===== config.mk =====
export PLATFORM = sky130hd
export DESIGN_NAME = im_loader
export DESIGN_NICKNAME = d
export VERILOG_FILES = /design/src/rtl/im_loader.sv
export SDC_FILE = /design/constraint.sdc
export NUM_CORES = 1
export LEC_CHECK = 0
export ABC_AREA = 1
export ABC_CLOCK_PERIOD_IN_PS = 1600
export BUFFER_PORTS_ARGS = -buffer_cell sky130_fd_sc_hd__buf_2
export CORE_ASPECT_RATIO = 1.25
export CORE_MARGIN = 8
export CORE_UTILIZATION = 40
export DETAILED_ROUTE_END_ITERATION = 16
export PLACE_DENSITY = 0.7
export SETUP_SLACK_MARGIN = 0.1
export SKIP_CTS_REPAIR_TIMING = 1
export SLEW_MARGIN = 15
export SYNTH_ARGS = -nofsm -noshare
export SYNTH_HDL_FRONTEND = slang
export SYNTH_SLANG_ARGS = --single-unit

===== constraint.sdc =====
create_clock -name clk -period 1.6 [get_ports clk]
set_clock_uncertainty 0.2 [all_clocks]
set_input_delay 0.16 -clock clk [delete_from_list [all_inputs] [get_ports clk]]
set_output_delay 0.16 -clock clk [all_outputs]
set_load 0.005 [all_outputs]

===== src/rtl/im_loader.sv =====
// Program loader and fetch/write arbiter for the 64-entry instruction memory.
// Define IM_LOADER_CHECKSUM_EN to require a trailing mod-256 checksum byte.
module im_loader #(
    parameter int AW = 6
) (
    input  logic          clk,
    input  logic          rst_n,
    input  logic          load_start,
    input  logic [AW-1:0] load_words,
    input  logic [7:0]    byte_data,
    input  logic          byte_valid,
    output logic          byte_ready,
    input  logic [AW-1:0] pc_addr,
    output logic [AW-1:0] im_addr,
    output logic [31:0]   im_wdata,
    output logic          im_we,
    output logic          cpu_stall,
    output logic          busy,
    output logic          load_done,
    output logic          load_err
);

`ifdef IM_LOADER_CHECKSUM_EN
    typedef enum logic [2:0] {IDLE, RECV, WRITE, CSUM, DONE} state_t;
`else
    typedef enum logic [2:0] {IDLE, RECV, WRITE, DONE} state_t;
`endif

    localparam logic [AW-1:0] ONE = {{(AW-1){1'b0}}, 1'b1};

    state_t        state;
    logic [AW-1:0] count;
    logic [AW-1:0] ptr;
    logic [1:0]    byte_idx;
    logic [23:0]   shreg;
    logic [31:0]   word;
`ifdef IM_LOADER_CHECKSUM_EN
    logic [7:0]    sum;
    logic          err;
`endif

    // A count of 0 makes count-1 wrap to the last entry, so it loads the full memory.
    always_ff @(posedge clk or negedge rst_n) begin
        if (!rst_n) begin
            state    <= IDLE;
            count    <= '0;
            ptr      <= '0;
            byte_idx <= '0;
            shreg    <= '0;
            word     <= '0;
`ifdef IM_LOADER_CHECKSUM_EN
            sum      <= '0;
            err      <= 1'b0;
`endif
        end else begin
            case (state)
                IDLE: begin
                    if (load_start) begin
                        count    <= load_words;
                        ptr      <= '0;
                        byte_idx <= '0;
`ifdef IM_LOADER_CHECKSUM_EN
                        sum      <= '0;
                        err      <= 1'b0;
`endif
                        state    <= RECV;
                    end
                end
                RECV: begin
                    if (byte_valid) begin
                        shreg    <= {shreg[15:0], byte_data};
                        byte_idx <= byte_idx + 2'd1;
`ifdef IM_LOADER_CHECKSUM_EN
                        sum      <= sum + byte_data;
`endif
                        if (byte_idx == 2'd3) begin
                            word  <= {shreg, byte_data};
                            state <= WRITE;
                        end
                    end
                end
                WRITE: begin
                    if (ptr == count - ONE) begin
`ifdef IM_LOADER_CHECKSUM_EN
                        state <= CSUM;
`else
                        state <= DONE;
`endif
                    end else begin
                        ptr   <= ptr + ONE;
                        state <= RECV;
                    end
                end
`ifdef IM_LOADER_CHECKSUM_EN
                CSUM: begin
                    if (byte_valid) begin
                        if (byte_data != sum) begin
                            err <= 1'b1;
                        end
                        state <= DONE;
                    end
                end
`endif
                DONE: begin
                    state <= IDLE;
                end
                default: begin
                    state <= IDLE;
                end
            endcase
        end
    end

`ifdef IM_LOADER_CHECKSUM_EN
    assign byte_ready = (state == RECV) || (state == CSUM);
    assign load_err   = err;
`else
    assign byte_ready = (state == RECV);
    assign load_err   = 1'b0;
`endif

    // The CPU owns the address port only while idle.
    assign im_addr   = (state == IDLE) ? pc_addr : ptr;
    assign im_wdata  = word;
    assign im_we     = (state == WRITE);
    assign busy      = (state != IDLE);
    assign cpu_stall = (state != IDLE);
    assign load_done = (state == DONE);

endmodule


==> out/results.ini <==
[grt]
grt_pass1_wl_um = 11700
antenna_found_initial = 0
grt_usage = 0.135
grt_pass1_vias = 2611
grt_overflow_total = 0
grt_max_degree = 56

[pwr]
switching_share = 0.383
p_leak_nw = 2.44
vdd_ir_drop_max_uv = 1010
switching_power_mw = 2.97
pwr-share-clk = 0.162
power_density_nw_per_um2 = 1640
power_frac_comb = 0.448
power_frac_seq = 0.390
p_int_mw = 4.80

[cells_and_area]
drive_gt1_frac = 0.449
antenna_cells = 0
fillCellCount = 657
nNetsFinal = 503
syn2layout_area_growth_pct = 49.6
fin_cells = 576

[setup_path]
required_ns = 1.69
rrSetupSlack_ns = -0.14
path_class = reg2reg
end_kind = flop
path_max_fanout = 8
rr_worst_depth = 12
cp.arrival_ns = 1.83
cp-start-kind = flop

[die]
ios = 68
dieArea_um2 = 11000
row_count = 36
die_height_um = 116
initial_core_util = 0.409
core_um2 = 7750
die_width_um = 95.6

[logic_synthesis]
syn_area_per_cell_um2 = 8.83
synth-main-ff-cell = dfrtp_1
synth.net_count = 386
synth_edf_count = 0
syn_area_um2 = 3170
postSynthCellCount = 359
async_reset_ff_frac = 1.00
synth.top_cell.area_share = 0.568
synth_seq_area_share = 0.568
synth.area.top_cells = dfrtp_1, nand2_1, o21ai_0
ys_types = 27
yosys_warnings = 0
ys_seq_elements = 72
yosys.area.top_type = dfrtp_1

[placed_design]
dp_cells = 524
gp_congestion = 0.802
dp_hpwl_um = 5160
io_buffers = 66

[routing]
wire_per_inst_um = 14.6
drc = 0
ant_nets = 0
drt_iter0_drc = 68
vias_per_cell = 4.82
firstDrtPassIters = 5
num_vias = 2778
wirelength_um = 8380

[cts]
cts_tree = built
cts_buffers = 9
clock_latency_ns = 0.35
clock_sinks = 72
ctsLongestPathBuffers = 2
cts-htree-levels = 3
clk_pin_slew_ns = 0.07
root_buffer = clkbuf_8

[hold_path]
hold_path.class = in2reg
min_path_cells = 4

[timing]
hold_violations = 0
rsz0062_at_grt = yes
setup_slack_ns = -0.138
fin_crit_sh = 1.09
setup_viol = 43
fmaxAchievable_ghz = 0.575
slew_viol_final = 0
layout_min_cycle_time_ns = 1.74
whs_ns = 0.000505

[flow_run]
cap_viol_max_count = 0

[status]
failed_checks = negative setup slack
status = finished, violations left

-- final timing paths --
path	start	end
setup reg to reg	count[1]	ptr[1]
hold reg to reg	im_wdata[31]	im_wdata[31]
max in group asynchronous	rst_n	state[0]
min in group asynchronous	rst_n	im_wdata[31]
setup / recovery	count[1]	ptr[1]
hold / removal	load_start	byte_idx[0]
-- cell type report --
| class | count | area (um2) | area share |
|---|---|---|---|
| Clock buffer | 13 | 149 | 0.0314 |
| Clock inverter | 3 | 17.5 | 0.00369 |
| Timing Repair Buffer | 118 | 973 | 0.205 |
| Sequential cell | 72 | 1800 | 0.380 |
| Inverter | 41 | 186 | 0.0393 |
| Multi-Input combinational cell | 233 | 1480 | 0.312 |
| Timing Repair inverter | 1 | 16.3 | 0.00343 |
| Tap cell | 95 | 119 | 0.0251 |
-- cell usage in the layout (no fill, tap or decap), types with 12 or more instances in the layout --
cell type,count
nor2_1,12
buf_2,62
buf_4,17
nand2_2,31
o21ai_1,26
dfrtp_1,71
o21ai_2,27
dlygate4sd3_1,16
nand3_1,14
nand2_1,73
buf_6,12
inv_1,33
nand2_4,16
-- power by group through the flow --
stage               clock [mW]  sequential (mW)  combinational [mW]
floorplan                    0             2.91                1.38
global placement             0             2.90                2.27
detailed placement           0             2.92                2.35
CTS                       1.28             2.90                2.36
global route              1.38             3.11                3.84
finish                    1.26             3.03                3.48
-- flip-flops by register name (all words and copies together), names as in the netlist --
| register | cells |
|---|---|
| im_wdata | 32 |
| shreg | 24 |
| count | 6 |
| ptr | 6 |
| byte_idx | 2 |
| state | 2 |
-- cell families after synthesis --
group,share of synthesized area
multiplexers,0.00355
AO/OA/AOI/OAI,0.104
AND/OR/NAND/NOR,0.223
other,0.00118
adder cells (fa/ha/maj),0.0118
buffers and inverters,0.0750
flip-flops,0.568
XOR/XNOR,0.0138
-- synthesized netlist by cell type (5+ instances only) --
cell      count
inv_1        37
o21ai_2       5
a21oi_1       6
o21ai_1       7
nand3_1      16
clkbuf_1      5
o21ai_0      44
nor2_1       15
dfrtp_1      72
nand2_1     119
-- routing by layer --
layer / vias to the layer above / track usage / routed length (um)
met2: 67 / 0.216 / 4420
met4: 0 / 0.0699 / 138
met1: 1331 / 0.156 / 3320
li1: 1367 / - / -
met5: - / 0 / 0
met3: 13 / 0.0434 / 510
-- per-stage QoR --
| stage | total power, mW | cell area, um2 | setup TNS [ns] | setup slack, ns | util |
|---|---|---|---|---|---|
| after floorplan | 4.29 | 3190 | -0.296 | -0.0513 | - |
| after global placement | 5.18 | 3720 | -0.516 | -0.0921 | 0.480 |
| after detailed placement | 5.27 | 3720 | -0.785 | -0.136 | 0.480 |
| after CTS | 6.53 | 3890 | -2.70 | -0.257 | 0.502 |
| after global routing | 8.33 | 4740 | -5.76 | -0.254 | 0.612 |
| final | 7.77 | 4740 | -2.06 | -0.138 | 0.612 |
-- critical path, cell delays in order (launching register included) --
cell and delay, ns:
dfrtp_1 0.37, inv_2 0.06, ha_4 0.26, inv_2 0.03, nand2_2 0.05, nand3_2 0.05
nor2_1 0.09, nand2_1 0.07, nor2_2 0.12, nand3_4 0.13, nand2_4 0.12, nand2_1 0.06
nand2_1 0.06
Note: power is estimated with default switching activity, not from simulation.
